**src/rtl/laplace_window_ctrl.sv**
```systemverilog
// laplace_window_ctrl
// Turns a raster pixel stream into the five-tap cross window (up, left,
// centre, right, down) used by a 3x3 laplace kernel. Two line buffers hold
// the previous two rows. Short shift registers supply the horizontal
// neighbours. Only interior centres produce a window. The window output
// is a ready/valid register that throttles the pixel input through pix_ready.
module laplace_window_ctrl #(
    parameter int IMG_W = 64,
    parameter int IMG_H = 64
) (
    input  logic       clk,
    input  logic       rst,
    input  logic       start,
    input  logic [7:0] pix_in,
    input  logic       pix_valid,
    output logic       pix_ready,
    output logic [7:0] win_b,
    output logic [7:0] win_d,
    output logic [7:0] win_e,
    output logic [7:0] win_f,
    output logic [7:0] win_h,
    output logic       win_valid,
    input  logic       win_ready,
    output logic       busy,
    output logic       done
);

    localparam int CW = (IMG_W > 1) ? $clog2(IMG_W) : 1;
    localparam int RW = (IMG_H > 1) ? $clog2(IMG_H) : 1;

    typedef enum logic [1:0] {
        IDLE  = 2'd0,
        RUN   = 2'd1,
        DRAIN = 2'd2
    } state_t;

    state_t         state;
    logic [CW-1:0]  c;
    logic [RW-1:0]  r;

    // Line buffers: lb1[c] holds row r-1 and lb2[c] holds row r-2 at column c.
    logic [7:0]     lb1 [IMG_W];
    logic [7:0]     lb2 [IMG_W];

    // Horizontal history of the rows feeding the current window.
    logic [7:0]     up1_c1;   // row r-1, column c-1
    logic [7:0]     up1_c2;   // row r-1, column c-2
    logic [7:0]     up2_c1;   // row r-2, column c-1
    logic [7:0]     cur_c1;   // row r,   column c-1

    logic           accept;
    logic           last_col;
    logic           last_row;
    logic           has_win;
    logic [7:0]     lb1_rd;
    logic [7:0]     lb2_rd;

    assign pix_ready = (state == RUN) && (!win_valid || win_ready);
    assign accept    = pix_valid && pix_ready;
    assign busy      = (state != IDLE);

    assign last_col  = (c == CW'(IMG_W - 1));
    assign last_row  = (r == RW'(IMG_H - 1));
    assign has_win   = (r >= RW'(2)) && (c >= CW'(2));

    assign lb1_rd    = lb1[c];
    assign lb2_rd    = lb2[c];

    // Rotate the accepted pixel into the line buffers: this row's pixel goes
    // into lb1 and the older row it replaces moves down into lb2.
    // NOTE: the line buffers are deliberately not reset; a window is formed
    // only after rows 0 and 1 of the current frame have overwritten them, so
    // stale contents never reach the outputs and the arrays can map to RAM.
    always_ff @(posedge clk) begin
        if (accept) begin
            lb1[c] <= pix_in;
            lb2[c] <= lb1_rd;
        end
    end

    // Frame FSM, raster counters, tap shift registers and the output window register.
    // NOTE: every register here is assigned with <= so all right-hand sides
    // see pre-edge values; blocking assignments would make the shift chain
    // and the tap capture depend on statement order.
    always_ff @(posedge clk) begin
        if (rst) begin
            state     <= IDLE;
            r         <= '0;
            c         <= '0;
            up1_c1    <= '0;
            up1_c2    <= '0;
            up2_c1    <= '0;
            cur_c1    <= '0;
            win_b     <= '0;
            win_d     <= '0;
            win_e     <= '0;
            win_f     <= '0;
            win_h     <= '0;
            win_valid <= 1'b0;
            done      <= 1'b0;
        end else begin
            done <= 1'b0;

            case (state)
                IDLE: begin
                    if (start) begin
                        state <= RUN;
                        r     <= '0;
                        c     <= '0;
                    end
                end
                RUN: begin
                    if (accept && last_col && last_row) begin
                        state <= DRAIN;
                    end
                end
                DRAIN: begin
                    if (!win_valid || win_ready) begin
                        state <= IDLE;
                        done  <= 1'b1;
                    end
                end
                default: state <= IDLE;
            endcase

            if (accept) begin
                if (last_col) begin
                    c <= '0;
                    r <= last_row ? '0 : r + RW'(1);
                end else begin
                    c <= c + CW'(1);
                end

                up1_c2 <= up1_c1;
                up1_c1 <= lb1_rd;
                up2_c1 <= lb2_rd;
                cur_c1 <= pix_in;

                // The window centred at (r-1, c-1) is complete once (r, c) arrives.
                win_valid <= has_win;
                if (has_win) begin
                    win_b <= up2_c1;
                    win_d <= up1_c2;
                    win_e <= up1_c1;
                    win_f <= lb1_rd;
                    win_h <= cur_c1;
                end
            end else if (win_ready) begin
                win_valid <= 1'b0;
            end
        end
    end

endmodule

```
**config.mk**
```make
export PLATFORM = sky130hd
export DESIGN_NAME = laplace_window_ctrl
export DESIGN_NICKNAME = d
export VERILOG_FILES = /design/src/rtl/laplace_window_ctrl.sv
export SDC_FILE = /design/constraint.sdc
export NUM_CORES = 1
export LEC_CHECK = 0
export CELL_PAD_IN_SITES_DETAIL_PLACEMENT = 2
export CELL_PAD_IN_SITES_GLOBAL_PLACEMENT = 2
export CORE_MARGIN = 8
export CORE_UTILIZATION = 25
export CTS_CLUSTER_DIAMETER = 120
export DETAILED_ROUTE_END_ITERATION = 8
export PLACE_DENSITY_LB_ADDON = 0.1
export SLEW_MARGIN = 20
export SYNTH_ARGS = -nofsm -noshare
export SYNTH_HDL_FRONTEND = slang
export SYNTH_SLANG_ARGS = --single-unit
export TNS_END_PERCENT = 10
```
**constraint.sdc**
```tcl
create_clock -name clk -period 3.4 [get_ports clk]
set_input_delay 0.85 -clock clk [delete_from_list [all_inputs] [get_ports clk]]
set_output_delay 0.85 -clock clk [all_outputs]
set_load 0.1 [all_outputs]
```
==> flow_metrics.tcl <==
set metrics [dict create \
    p_leak_uw 0.0171 \
    place_hpwl_um 112000 \
    cts_sinks 1118 \
    track_usage_pct 17.2 \
    status "finished clean" \
    cts.path.max_buffers 3 \
    synth_top_area_cell "edfxtp_1" \
    ctsHoldBuffers 0 \
    ir_drop_v 0.000455 \
    crit_slowest_cell "dfxtp_4" \
    worstMarginPinSlew_ns 0.994 \
    synth.cell_area_mm2 0.0437 \
    grt_overflow 0 \
    largestRegisters "lb1: 512 flops, lb2: 512 flops" \
    avgSynthCellArea_um2 17.4 \
    finalSetupTns_ns 0 \
    cts_max_level 4 \
    worstPathCellList "buf_12 -> mux4_1 -> mux2i_1 -> o22ai_1 -> nor4_1 -> a311oi_1" \
    dieWidth_um 434 \
    period_needed_ns 3.36 \
    root_buffer "clkbuf_16" \
    setup_viol 0 \
    switchingPower_uw 6800 \
    final.period_utilization_pct 98.8 \
    clkTransAtPathRegs_ns 0.06 \
    crit_fanout 34 \
    finClkSkew_ns 0.0348 \
    fmax_ghz 0.298 \
    power_frac_clock_pct 47.0 \
    cts_inserted_buffers 135 \
    start_kind "flip-flop" \
    rsz0062_at_grt "no" \
    fp-row-count 153 \
    cp-end-kind "flip-flop" \
    pin_count 57 \
    synthDistinctLibCells 81 \
    synthTopCellsByArea "edfxtp_1, mux2i_1, dfxtp_1" \
    power_density_mw_per_mm2 565 \
    finalMaxSlewViolations 0 \
    arrival_ns 3.97 \
    slew_headroom_pct 33.8 \
    hold_path.class "reg2reg" \
    crit_type "reg2reg" \
    portBuffers 56 \
    avgViaCountPerCell 4.77 \
    post_dp_cell_area_mm2 0.0497 \
    syn_nets 2526 \
    routedWlPerCell_um 30.8 \
    core_mm2 0.174 \
    required_ns 4.01 \
    max_cap_viol_count 0 \
    synth_edf_count 1024 \
    synth_top_flop_cell "edfxtp_1" \
    drtPass1Iterations 5 \
    vias 25400 \
    syn_inst 2509 \
    finalWeightedCongestion 0.809 \
    worst-path-buf-inv 1 \
    dieHeight_um 434 \
    internal_power_uw 23800 \
    start_util_pct 25.1 \
    p_comb_share_pct 3.7 \
    utilization_pct 31.2 \
    synth_top_cell_area_share_pct 70.4 \
    ys_async_sr_fraction_pct 0 \
    grt_pass1_wl_um 228000 \
    final_area_mm2 0.0542 \
    ys_warn_count 0 \
    grt_max_degree 84 \
    ys_ff_latch 1118 \
    cts_tree "done" \
    drive_gt1_share_pct 26.3 \
    drt_iter0_drc 1732 \
    drc 0 \
    ant_nets 0 \
    cpPeakStageDelay_ns 0.90 \
    switching_share_pct 22.2 \
    grt_pass1_vias 27400 \
    antenna_found_initial 8 \
    hold_viol_final 0 \
    wl_um 164000 \
    dieArea_mm2 0.188 \
    syn_to_final_growth_pct 24.0 \
    clk_latency_ns 0.80 \
    pwr-share-seq_pct 49.4 \
    critPathTopFamily "flip-flops" \
    nets 2897 \
    ys_seq_area_share_pct 74.7 \
]
cell usage in the layout (no fill, tap or decap), types with 6 or more instances in the layout:
cell,netlist,routed
nor2_2,2,50
inv_2,1,9
dfxtp_4,0,6
mux4_2,68,68
nor2b_1,13,12
clkinv_1,0,27
o221ai_1,8,8
buf_2,57,7
buf_12,3,90
bufinv_16,0,10
clkbuf_16,0,137
clkbuf_1,26,33
a21oi_1,113,113
a211oi_1,25,25
a211o_1,7,7
nor3_1,14,14
a22o_1,11,11
mux2i_1,191,191
a22oi_1,80,80
a221oi_1,41,41
a221o_1,21,21
a41oi_1,8,8
a31oi_1,13,13
o22ai_1,23,23
mux2_2,64,64
and2_1,7,7
nand2_1,184,184
buf_4,30,284
nor2_1,138,88
inv_1,14,6
o21ai_0,29,29
clkbuf_8,0,6
dfxtp_1,94,88
clkinv_2,0,10
edfxtp_1,1024,1024
nand3_1,42,41
mux4_1,30,30
clkinv_8,0,6
o2bb2ai_1,6,6
routing by layer:
layer | GRT usage, % | wire, µm | vias to the layer above
li1 | - | - | 10800
met1 | 23.6 | 75100 | 13800
met2 | 28.1 | 77200 | 556
met3 | 2.83 | 6620 | 184
met4 | 5.15 | 4670 | 0
met5 | 0 | 0 | -
stage by stage:
| step | setup WS [ns] | instances | power (µW) | hold WS (ns) |
|---|---|---|---|---|
| 2_1_floorplan | 0.390 | 2509 | 15800 | 0.432 |
| 3_3_place_gp | 0.0331 | 5061 | 16500 | 0.439 |
| 3_5_place_dp | 0.0670 | 5061 | 16500 | 0.450 |
| 4_1_cts | 0.0849 | 5307 | 31100 | 0.456 |
| 5_1_grt | 0.0186 | 5315 | 31500 | 0.472 |
| 6_report | 0.0408 | 5318 | 30600 | 0.454 |
worst min-delay path, cell delays in order, from the launching register on:
cell     delay, ns
dfxtp_1       0.31
nand2_1       0.05
a21oi_1       0.05
cell usage after synthesis (5+ instances only):
| master | count |
|---|---|
| edfxtp_1 | 1024 |
| mux2i_1 | 191 |
| nand2_1 | 184 |
| nor2_1 | 138 |
| a21oi_1 | 113 |
| dfxtp_1 | 94 |
| a22oi_1 | 80 |
| mux4_2 | 68 |
| mux2_2 | 64 |
| buf_2 | 57 |
| nand3_1 | 42 |
| a221oi_1 | 41 |
| buf_4 | 30 |
| mux4_1 | 30 |
| o21ai_0 | 29 |
| clkbuf_1 | 26 |
| a211oi_1 | 25 |
| o22ai_1 | 23 |
| buf_6 | 22 |
| a221o_1 | 21 |
| inv_1 | 14 |
| nor3_1 | 14 |
| a31oi_1 | 13 |
| nor2b_1 | 13 |
| a22o_1 | 11 |
| a41oi_1 | 8 |
| o221ai_1 | 8 |
| a211o_1 | 7 |
| and2_1 | 7 |
| o2bb2ai_1 | 6 |
| a32oi_1 | 5 |
| o211ai_1 | 5 |
path summary, 6_finish.rpt:
check / to / startpoint / slack [ns] / cells after the start
max: up2_c1[4] / c[2] / 0.04 / 6
min: win_d[1] / up1_c2[1] / 0.45 / 2
max reg2reg: up2_c1[4] / c[2] / 0.04 / 6
min reg2reg: win_d[1] / up1_c2[1] / 0.45 / 2
final cells by class:
| class | instances | area, µm² |
|---|---|---|
| fill | 17700 | 120000 |
| timing repair buffer | 384 | 4000 |
| inverter | 15 | 56.3 |
| clock buffer | 177 | 3640 |
| tap | 2325 | 2910 |
| clock inverter | 69 | 732 |
| antenna | 4 | 10.0 |
| sequential | 1118 | 32700 |
| multi-input combinational | 1226 | 10200 |
what timing repair did:
action | CTS | global route
setup endpoints to repair | 1 | 19
setup buffers | 0 | 7
endpoints found under the hold margin | 0 | 0
gates resized for setup | 1 | 1
power by group through the flow:
stage / combinational, µW / clock (µW) / sequential, µW
after CTS: 1130 / 14800 / 15100
after detailed placement: 1120 / 0 / 15400
after global placement: 1100 / 0 / 15400
final: 1120 / 14400 / 15100
after floorplan: 436 / 0 / 15400
after global routing: 1180 / 15200 / 15100
kinds of logic after synthesis:
kind of cell / Yosys count / synth area share, %
AND/OR/NAND/NOR: 435 / 4.31
buffers and inverters: 165 / 2.43
multiplexers: 354 / 11.4
AO/OA/AOI/OAI: 431 / 7.05
adder cells (fa/ha/maj): 4 / 0.115
XOR/XNOR: 2 / 0.0401
flip-flops: 1118 / 74.7
Note: power is estimated with default switching activity, not from simulation.
